$ cat src/rtl/neopixel_bus_arbiter.sv
// Round-robin arbiter that shares the neopixel pixel-RAM control port between the
// PS register bridge (rq0) and the pattern generator (rq1), one transaction per grant.
module neopixel_bus_arbiter #(
  parameter int unsigned C_PIXELS       = 12,
  parameter int unsigned C_READ_LATENCY = 1
) (
  input  logic        clock,
  input  logic        reset,
  input  logic        rq0_req,
  input  logic        rq0_write_readf,
  input  logic [31:0] rq0_address,
  input  logic [31:0] rq0_write_data,
  output logic        rq0_ack,
  output logic        rq0_err,
  output logic [31:0] rq0_read_data,
  input  logic        rq1_req,
  input  logic        rq1_write_readf,
  input  logic [31:0] rq1_address,
  input  logic [31:0] rq1_write_data,
  output logic        rq1_ack,
  output logic        rq1_err,
  output logic [31:0] rq1_read_data,
  output logic        clock_ctrl,
  output logic        reset_ctrl,
  output logic        write_readf,
  output logic [31:0] address,
  output logic [31:0] write_data,
  input  logic [31:0] read_data,
  output logic        busy
);

  localparam int unsigned CNT_W = (C_READ_LATENCY > 2) ? $clog2(C_READ_LATENCY - 1) : 1;
  localparam logic [CNT_W-1:0] WAIT_INIT =
    CNT_W'((C_READ_LATENCY > 1) ? C_READ_LATENCY - 2 : 0);
  localparam logic [31:0] PIX_LIMIT = 32'(C_PIXELS);

  typedef enum logic [1:0] {
    S_IDLE  = 2'd0,
    S_ISSUE = 2'd1,
    S_WAIT  = 2'd2,
    S_ACK   = 2'd3
  } state_t;

  state_t           state_q, state_d;
  logic             last_grant_q, last_grant_d;
  logic             grant_q, grant_d;
  logic             txn_write_q, txn_write_d;
  logic [CNT_W-1:0] wait_cnt_q, wait_cnt_d;
  logic             ack0_q, ack0_d;
  logic             ack1_q, ack1_d;
  logic             err0_q, err0_d;
  logic             err1_q, err1_d;
  logic [31:0]      rdata0_q, rdata0_d;
  logic [31:0]      rdata1_q, rdata1_d;
  logic             write_readf_q, write_readf_d;
  logic [31:0]      address_q, address_d;
  logic [31:0]      write_data_q, write_data_d;
  logic             busy_q, busy_d;

  logic             pick;
  logic             sel_write;
  logic [31:0]      sel_address;
  logic [31:0]      sel_wdata;
  logic             finish;
  logic             finish_err;
  logic [31:0]      finish_rdata;

  always_comb begin
    // On a tie the requester that did not win last time gets the port.
    pick        = (rq0_req && rq1_req) ? ~last_grant_q : rq1_req;
    sel_write   = pick ? rq1_write_readf : rq0_write_readf;
    sel_address = pick ? rq1_address     : rq0_address;
    sel_wdata   = pick ? rq1_write_data  : rq0_write_data;

    state_d       = state_q;
    last_grant_d  = last_grant_q;
    grant_d       = grant_q;
    txn_write_d   = txn_write_q;
    wait_cnt_d    = wait_cnt_q;
    write_readf_d = 1'b0;
    address_d     = address_q;
    write_data_d  = write_data_q;
    finish        = 1'b0;
    finish_err    = 1'b0;
    finish_rdata  = '0;

    unique case (state_q)
      S_IDLE: begin
        if (rq0_req || rq1_req) begin
          grant_d      = pick;
          last_grant_d = pick;
          txn_write_d  = sel_write;
          address_d    = sel_address;
          write_data_d = sel_wdata;
          if (sel_address >= PIX_LIMIT) begin
            state_d    = S_ACK;
            finish     = 1'b1;
            finish_err = 1'b1;
          end else begin
            state_d       = S_ISSUE;
            write_readf_d = sel_write;
          end
        end
      end
      S_ISSUE: begin
        if (txn_write_q) begin
          state_d = S_ACK;
          finish  = 1'b1;
        end else if (C_READ_LATENCY <= 1) begin
          state_d      = S_ACK;
          finish       = 1'b1;
          finish_rdata = read_data;
        end else begin
          state_d    = S_WAIT;
          wait_cnt_d = WAIT_INIT;
        end
      end
      S_WAIT: begin
        if (wait_cnt_q == '0) begin
          state_d      = S_ACK;
          finish       = 1'b1;
          finish_rdata = read_data;
        end else begin
          wait_cnt_d = wait_cnt_q - CNT_W'(1);
        end
      end
      S_ACK: begin
        state_d = S_IDLE;
      end
      default: begin
        state_d = S_IDLE;
      end
    endcase

    // Completion is steered to the grantee only; the other side sees all zeros.
    ack0_d   = finish & ~grant_d;
    ack1_d   = finish &  grant_d;
    err0_d   = finish_err & ~grant_d;
    err1_d   = finish_err &  grant_d;
    rdata0_d = grant_d ? '0 : finish_rdata;
    rdata1_d = grant_d ? finish_rdata : '0;
    busy_d   = (state_d != S_IDLE);
  end

  always_ff @(posedge clock) begin
    if (reset) begin
      state_q       <= S_IDLE;
      last_grant_q  <= 1'b1;
      grant_q       <= 1'b0;
      txn_write_q   <= 1'b0;
      wait_cnt_q    <= '0;
      ack0_q        <= 1'b0;
      ack1_q        <= 1'b0;
      err0_q        <= 1'b0;
      err1_q        <= 1'b0;
      rdata0_q      <= '0;
      rdata1_q      <= '0;
      write_readf_q <= 1'b0;
      address_q     <= '0;
      write_data_q  <= '0;
      busy_q        <= 1'b0;
    end else begin
      state_q       <= state_d;
      last_grant_q  <= last_grant_d;
      grant_q       <= grant_d;
      txn_write_q   <= txn_write_d;
      wait_cnt_q    <= wait_cnt_d;
      ack0_q        <= ack0_d;
      ack1_q        <= ack1_d;
      err0_q        <= err0_d;
      err1_q        <= err1_d;
      rdata0_q      <= rdata0_d;
      rdata1_q      <= rdata1_d;
      write_readf_q <= write_readf_d;
      address_q     <= address_d;
      write_data_q  <= write_data_d;
      busy_q        <= busy_d;
    end
  end

  assign rq0_ack       = ack0_q;
  assign rq0_err       = err0_q;
  assign rq0_read_data = rdata0_q;
  assign rq1_ack       = ack1_q;
  assign rq1_err       = err1_q;
  assign rq1_read_data = rdata1_q;
  assign clock_ctrl    = clock;
  assign reset_ctrl    = reset;
  assign write_readf   = write_readf_q;
  assign address       = address_q;
  assign write_data    = write_data_q;
  assign busy          = busy_q;

endmodule

$ cat config.mk
export PLATFORM = sky130hd
export DESIGN_NAME = neopixel_bus_arbiter
export DESIGN_NICKNAME = d
export VERILOG_FILES = /design/src/rtl/neopixel_bus_arbiter.sv
export SDC_FILE = /design/constraint.sdc
export NUM_CORES = 1
export LEC_CHECK = 0
export CAP_MARGIN = 20
export CORE_MARGIN = 3
export CORE_UTILIZATION = 40
export CTS_BUF_LIST = sky130_fd_sc_hd__clkbuf_4 sky130_fd_sc_hd__clkbuf_8
export DETAILED_ROUTE_END_ITERATION = 8
export GPL_TIMING_DRIVEN = 0
export HOLD_SLACK_MARGIN = 0.03
export PLACE_DENSITY = 0.83
export SETUP_SLACK_MARGIN = 0.2
export SYNTH_ARGS = -nofsm -noshare
export SYNTH_HDL_FRONTEND = slang
export SYNTH_SLANG_ARGS = --single-unit
$ cat constraint.sdc
create_clock -name clock -period 2.21 [get_ports clock]
set_input_delay 0.442 -clock clock [delete_from_list [all_inputs] [get_ports clock]]
set_output_delay 0.442 -clock clock [all_outputs]
set_load 0.01 [all_outputs]
After elaboration in Yosys (flattened, before gate mapping)
Index checks and enable logic that the tools add are counted.
{"block": "word_totals", "regBits": 140, "word_cells": 55, "in_bits": 166}
{"block": "op_classes", "eq_ne": 3, "n_reduce_logical": 8, "muxes": 19, "add_sub_neg": 1, "n_bitwise": 8, "n_lt_le_gt_ge": 1}
{"operator": "$mux W32", "count": 4}
{"operator": "$pmux W32 S2", "count": 1}
{"operator": "$ge A32 B4 Y1 const B", "count": 1}
{"operator": "$mux W1", "count": 9}
{"operator": "$pmux W2 S4", "count": 1}
{"operator": "$mux W2", "count": 3}
{"operator": "$and A1 B1 Y1", "count": 4}
{"operator": "$eq A2 B2 Y1 const B", "count": 2}
{"operator": "$not A1 Y1", "count": 4}
{"operator": "$reduce_or A2 Y1", "count": 2}
{"operator": "$reduce_or A4 Y1", "count": 1}
{"operator": "$pmux W1 S3", "count": 1}
{"operator": "$eq A2 B1 Y1 const B", "count": 1}
{"operator": "$logic_not A2 Y1", "count": 1}
{"operator": "$reduce_and A2 Y1", "count": 1}
{"operator": "$reduce_bool A2 Y1", "count": 1}
{"operator": "$logic_and A1 B1 Y1", "count": 1}
{"operator": "$logic_or A1 B1 Y1", "count": 1}
{"operator": "$sub A1 B1 Y1 const B", "count": 1}

Logic depth before layout (Yosys ltp)
{"block": "logic_depth", "depth_word": 8, "ltp_mapped": 8, "depth_no_buf": 6}

==> results by group <==
Logic synthesis
  • Number of synthesized flops with an enable pin: 0
  • Sequential element share of the synthesized area: 50.7%
  • Yosys top cell area share: between 50% and 60%
  • Post-Synthesis Cells: 498
  • Ys flop type: dfxtp_1
  • Synthesized area per cell: 11.0 um2
  • Synth cell types: 31
  • Post-Syn Area: 5480 um2
  • Number of synthesis warnings: 0
  • Seq cells post-synth: 139
  • Ys async rst share: 0%
  • Post-synth top area cell: dfxtp_1
  • Ranking of synthesized cells by area: dfxtp_1 (51%), mux2i_1 (12%), a211oi_2 (11%)
  • Syn_nets: 668

Floorplan
  • Initial Utilization: 41.1%
  • Core box area: around 13,000 um2
  • Die area: around 15,000 um2
  • Die Width: 123 um
  • Rows: 42
  • Die Span Y: 123 um
  • IO Pins: 302

Setup path
  • CP startpoint kind: clock port
  • CP Capture Point: clock_ctrl
  • Crit path kind: clk -> out
  • Worst Setup End Kind: primary output
  • Reg-to-reg slack, setup: between 0.3 and 0.4 ns
  • Critical path arrival: 1.55 ns
  • CP required: 1.77 ns
  • R2R Path Start: state_q[1]$_SDFF_PP0_
  • R2R Path End: rq0_read_data[2]$_SDFF_PP0_
  • Worst-path fanout max: 2
  • Reg2Reg Depth: 7
  • Worst Setup SP: clock

Min path
  • Hold Path Class: in -> reg

Placed design
  • Placed inst area: 8710 um2
  • Inst Count DP: 974
  • I/O Buffers: 300
  • HPWL Detailed: 15.2 mm
  • RePlAce Congestion: 0.843

Final layout
  • Filler cells: about 1,000
  • Layout area overhead: 68.5%
  • Storage cell area: 2780 um2
  • # diodes: 0
  • Share of cells above drive strength 1: 14.3%
  • Area of the multi-input gates: 2390 um2
  • Final Cell Area: 9240 um2
  • Non-Filler Instances: 1,007
  • Final nets: 990

Power and ir drop
  • PD cells: 1130 nW/um2
  • Leak pwr: 3.71 nW
  • VDD IR-drop max: 0.661 mV

Clocking
  • Clock Latency Late Sink: 0.54 ns
  • Clock slew seen by the registers of the worst setup and hold paths: 0.07 ns
  • Setup Buffers After CTS: 0
  • CTS tree: built
  • CTS resizes: 6
  • CTS Hold Bufs: 0

Timing
  • Tightest Pin Transition: 0.696 ns
  • Rel. slew slack: 53.6%
  • Fin. max-slew vios: 0
  • Clock Skew: approximately 0.0066 ns
  • Hold Vio Cnt, Final: 0
  • Final setup vio count: 0
  • RSZ-0062 raised after global routing: false

Drt
  • DRT Pass-1 Iters: 4
  • Routed Antenna Nets: 0
  • Wire length per cell: 18.9 um
  • Vias: 5,146
  • Avg Vias per Cell: 5.11
  • DRC Markers: 0
  • WL final: 19.0 mm
  • Initial drt markers: 207

Global route
  • Vias in the first global route: 5,382
  • GR Util met2: 44.1%
  • Met1 Usage GRT: 24.9%
  • Grt ovf: 0
  • Largest net degree at the start of global routing: 17
  • Global router's overall resource usage: between 20% and 30%
  • Global-route wire length before repair: 28.2 mm
  • Busiest grt layer: met2
  • Antenna violations before repair: 0
  • Global routing usage on met3: between 10% and 20%

Flow run
  • Max-Cap Viols: 0

Status
  • Status: complete, no violations
-- layer usage --
metal / routed length [um] / part of all wire, % / up-vias
met4: 604 / 3.2 / 0
met5: 0 / 0 / -
met1: 6790 / 36 / 2410
met2: 9590 / 50 / 255
met3: 2040 / 11 / 47
li1: - / - / 2434
-- cells in the mapped netlist, types with 2 or more instances --
library cell	instances
dfxtp_1	139
nor2_1	70
mux2i_1	65
and3_1	64
a211oi_2	50
buf_2	17
a211oi_1	15
nor4_1	14
clkbuf_1	13
buf_12	5
nand2_1	5
buf_4	4
clkbuf_2	4
ha_1	4
inv_1	4
nand4_1	4
nor3_1	3
and2_1	2
nor2b_1	2
nor3b_1	2
o211a_1	2
-- worst min-delay path by stage --
stage / start / to / slack, ns / cells past startpoint
after floorplan: txn_write_q$_SDFFE_PP0P_ / txn_write_q$_SDFFE_PP0P_ / 0.48 / 2
after global placement: address[7]$_SDFFE_PP0P_ / address[7]$_SDFFE_PP0P_ / 0.49 / 2
after detailed placement: address[19]$_SDFFE_PP0P_ / address[19]$_SDFFE_PP0P_ / 0.50 / 2
after CTS: reset / state_q[0]$_SDFF_PP0_ / 0.30 / 3
after global routing: reset / state_q[0]$_SDFF_PP0_ / 0.34 / 3
final: reset / state_q[0]$_SDFF_PP0_ / 0.35 / 3
-- critical path, cell delays in order --
cell and delay, ns:
clkbuf_8 0.11, clkbuf_8 0.12, buf_6 0.10, buf_6 0.11
-- metrics by stage --
step                hold slack, ns  setup TNS [ns]  setup WS (ns)  power, W  utilization, %
finish                       0.346               0          0.218    0.0104            69.2
global route                 0.342               0          0.198    0.0110            69.2
global placement             0.489          -0.876         -0.182   0.00773            65.2
CTS                          0.302               0          0.208    0.0105            69.2
detailed placement           0.495          -0.831         -0.174   0.00789            65.2
floorplan                    0.478               0          0.544   0.00574               -
-- cell usage in the layout, fill, tap and decap left out, types with 3 or more instances in the layout --
cell type | netlist | routed
buf_2 | 17 | 15
clkbuf_1 | 13 | 12
clkbuf_8 | 0 | 22
buf_4 | 4 | 3
mux2i_1 | 65 | 65
nand2_1 | 5 | 5
a211oi_1 | 15 | 15
nor4_1 | 14 | 14
buf_12 | 5 | 5
nor3_1 | 3 | 3
inv_1 | 4 | 4
dfxtp_1 | 139 | 139
bufinv_16 | 0 | 6
clkdlybuf4s50_1 | 0 | 299
nand4_1 | 4 | 4
clkbuf_2 | 4 | 5
ha_1 | 4 | 4
nor2_1 | 70 | 70
and3_1 | 64 | 64
a211oi_2 | 50 | 50
-- state kept, by name, indices dropped and copies added (netlist names) --
name / count
last_grant_q: 1
write_readf: 1
rq0_err: 1
grant_q: 1
rq1_read_data: 32
rq1_ack: 1
rq1_err: 1
write_data: 32
rq0_read_data: 32
state_q: 2
address: 32
rq0_ack: 1
txn_write_q: 1
busy: 1
-- final cells by class --
| cell class | instances | area share [%] |
|---|---|---|
| plain buffers | 44 | 3.35 |
| multi-input cells | 311 | 25.8 |
| inverters | 4 | 0.163 |
| repair buffers | 299 | 32.4 |
| clock buffers | 23 | 3.40 |
| clock inverters | 11 | 2.36 |
| well taps | 176 | 2.38 |
| flip-flops and latches | 139 | 30.1 |
-- logic make-up (layout without fill, tap and decap cells) --
family / Yosys count / count (layout) / synth area share, %
flops: 139 / 139 / 50.7
simple gates: 168 / 168 / 15.7
mux: 65 / 65 / 11.9
buf+inv: 48 / 381 / 5.73
fa+ha+maj: 4 / 4 / 0.913
compound gates: 74 / 74 / 15.0
-- where the power goes --
| part | internal (W) | switching [W] |
|---|---|---|
| clock | 0.00169 | 0.00101 |
| sequential | 0.00313 | 0.000308 |
| combinational | 0.00212 | 0.00219 |
| total | 0.00694 | 0.00351 |
(Power assumes the default switching activity.)
==> RTL change, RTL diff (same flow settings) <==
Register the output `rq0_err` once more, with the module's reset; this adds one clock of latency there. The other outputs are not delayed to match.
--- a/src/rtl/neopixel_bus_arbiter.sv
+++ b/src/rtl/neopixel_bus_arbiter.sv
@@ -180,5 +180,11 @@
 
   assign rq0_ack       = ack0_q;
-  assign rq0_err       = err0_q;
+  always_ff @(posedge clock) begin
+    if (reset) begin
+      rq0_err <= '0;
+    end else begin
+      rq0_err <= err0_q;
+    end
+  end
   assign rq0_read_data = rdata0_q;
   assign rq1_ack       = ack1_q;
Behaviour: not the same (a bounded check fails within 4 cycles, from zero or initial values and one cycle with reset high).
==> RTL change against the unedited design <==
Core utilization shrank 0.48 points; routed wire length grew 3.1%; count of clock-buffer cells in the layout is the same; area after synthesis grew 0.75%; combinational power grew 2%; worst setup slack gained 3.9 ps; design area shrank 0.30%; clock skew grew 10 ps; sequential power is essentially flat; non-clock buffer count is the same; total power shrank 2.3%; sequential cell count grew 1; largest cell class unchanged; largest power group unchanged.
==> RTL change: results (changes against the unedited design) <==
Finish:
- The fraction of final layout cells with drive strength greater than 1 is 0.145 (+0.00171).
- The diode insertion count for antenna repair is 0 (unchanged).
- The layout net count came to 992 (+0.20%).

Yosys:
- The net count after synthesis was 670 (+0.30%).
- The warning count from the yosys run is 0 (unchanged).
- The fraction of the yosys area taken by sequential cells is 0.507 (about the same).
- The fraction of registers with async set or reset after synthesis is 0 (unchanged).
- By area the synthesized netlist is led by dfxtp_1, mux2i_1, a211oi_2.
- The commonest cells after synthesis are dfxtp_1, nor2_1, mux2i_1, and3_1, a211oi_2.
- In the synthesized netlist the dominant register cell turns out to be dfxtp_1.
- The number of different library cells in the post-synthesis netlist is 31 (unchanged).

Power and ir drop:
- The maximum vdd ir drop was 0.811 mV (+23%).
- The standby leakage power is 3.69 nW (-0.55%).

Place:
- The post-place instance area is 8750 um2 (+0.47%).
- The total half-perimeter wirelength after legalization and detailed placement is 15700 um (+3.2%).
- The total of buffers placed on input and output ports is 300 (unchanged).
- The final RePlAce weighted congestion is 0.909 (+7.7%).

Detailed routing:
- The iteration-0 DRC count of the detailed router is 204 (-1.4%).
- The sum of routed wire length over all layers is 19600 um (+3.1%).
- The routed via count divided by cell count is 5.07 (-0.82%).
- The number of nets with antenna violations after detailed routing is 0 (unchanged).
- The detailed-router iteration count before antenna repair is 4 (unchanged).

Global route:
- The total track usage is 0.255 (+0.00747).
- The initial antenna violation count is 0 (unchanged).
- The global-route wire length before repair is 29200 um (+3.4%).
- The global-route congestion overflow total came to 0 (unchanged).
- The number of global-route vias before repair came to 5558 (+3.3%).
- The maximum number of pins on one net before global-route repair is 17 (unchanged).

Worst setup path:
- The worst reg-to-reg setup slack is 350 ps (-30 ps).
- The critical register-to-register path startpoint is state_q[1].
- The logic depth of the worst register-to-register path is 8 (+1).
- The startpoint of the most critical setup path is clock.
- The endpoint identified for the worst register-to-register timing path is write_data[12].
- The nature of the critical path startpoint is a clock port.
- The maximum fanout along the worst path is 2 (unchanged).
- In this run the worst setup path terminates at clock_ctrl.

Run status:
- The flow ran to the end, and the final reports show no timing, DRC or antenna violations.

Hold path:
- The classification of the worst-slack hold path is in2reg.

Timing:
- The slew at the pin closest to its max-slew limit is 680 ps (-15.4 ps).
- The post-route clock skew is 16.6 ps (+10.1 ps).

Clocking:
- Clock-pin slew was measured on the worst setup and hold paths at 80 ps.
- Clock latency on the worst-skew pair, taken at its later pin, is approximately 550 ps.
## RTL change: area by class of cell
cell class / instances / area [um2]
plain buffers: 44 / 320
well taps: 176 / 220
flip-flops and latches: 140 / 2800
multi-input cells: 312 / 2390
clock buffers: 23 / 314
repair buffers: 299 / 2990
clock inverters: 13 / 151
fillers: 1009 / 4190
inverters: 4 / 15.0
## RTL change: worst min path at each step
stage,from,to,slack [ps],cells after the start
2_1_floorplan,err0_q,rq0_err,410,1
3_3_place_gp,err0_q,rq0_err,430,1
3_5_place_dp,err0_q,rq0_err,430,1
4_1_cts,reset,state_q[0],380,3
5_1_grt,reset,state_q[0],400,3
6_report,reset,state_q[0],400,3
## RTL change: metrics by stage
| step | util | std cells | setup slack (ps) |
|---|---|---|---|
| after floorplan | - | 500 | 544 |
| after global placement | 0.653 | 976 | -236 |
| after detailed placement | 0.653 | 976 | -195 |
| after CTS | 0.687 | 1011 | 214 |
| after global routing | 0.687 | 1011 | 186 |
| final | 0.687 | 1011 | 222 |
## RTL change: logic make-up (layout without fill, tap and decap cells)
| logic type | after synthesis | in the layout | synth area share |
|---|---|---|---|
| buffers and inverters | 48 | 383 | 0.0596 |
| adders and majority gates | 4 | 4 | 0.00906 |
| muxes | 65 | 65 | 0.118 |
| and+or+nand+nor | 169 | 169 | 0.157 |
| AOI/OAI and AO/OA | 74 | 74 | 0.149 |
| DFF | 140 | 140 | 0.507 |
## RTL change: layer usage
layer	vias to the layer above	track usage	part of all wire	wire length, um
li1	2440	-	-	-
met2	233	0.437	0.50	9750
met3	34	0.112	0.11	2140
met1	2417	0.269	0.37	7240
met4	0	0.116	0.026	503
met5	-	0	0	0
## RTL change: what timing repair did
action / in CTS / in global routing
hold endpoints to repair: 0 / 0
pin swaps: 0 / 0
endpoints found under the setup margin: 1 / 34
setup buffers: 0 / 0
gates resized for setup: 7 / 2
## RTL change: critical path: stages
cell and delay [ps]:
clkbuf_8 110, clkbuf_8 120, buf_6 100, buf_6 110
## RTL change: power breakdown
| part | internal (mW) | switching, mW |
|---|---|---|
| Combinational | 2.15 | 2.23 |
| Sequential | 3.15 | 0.303 |
| Clock | 1.27 | 1.09 |
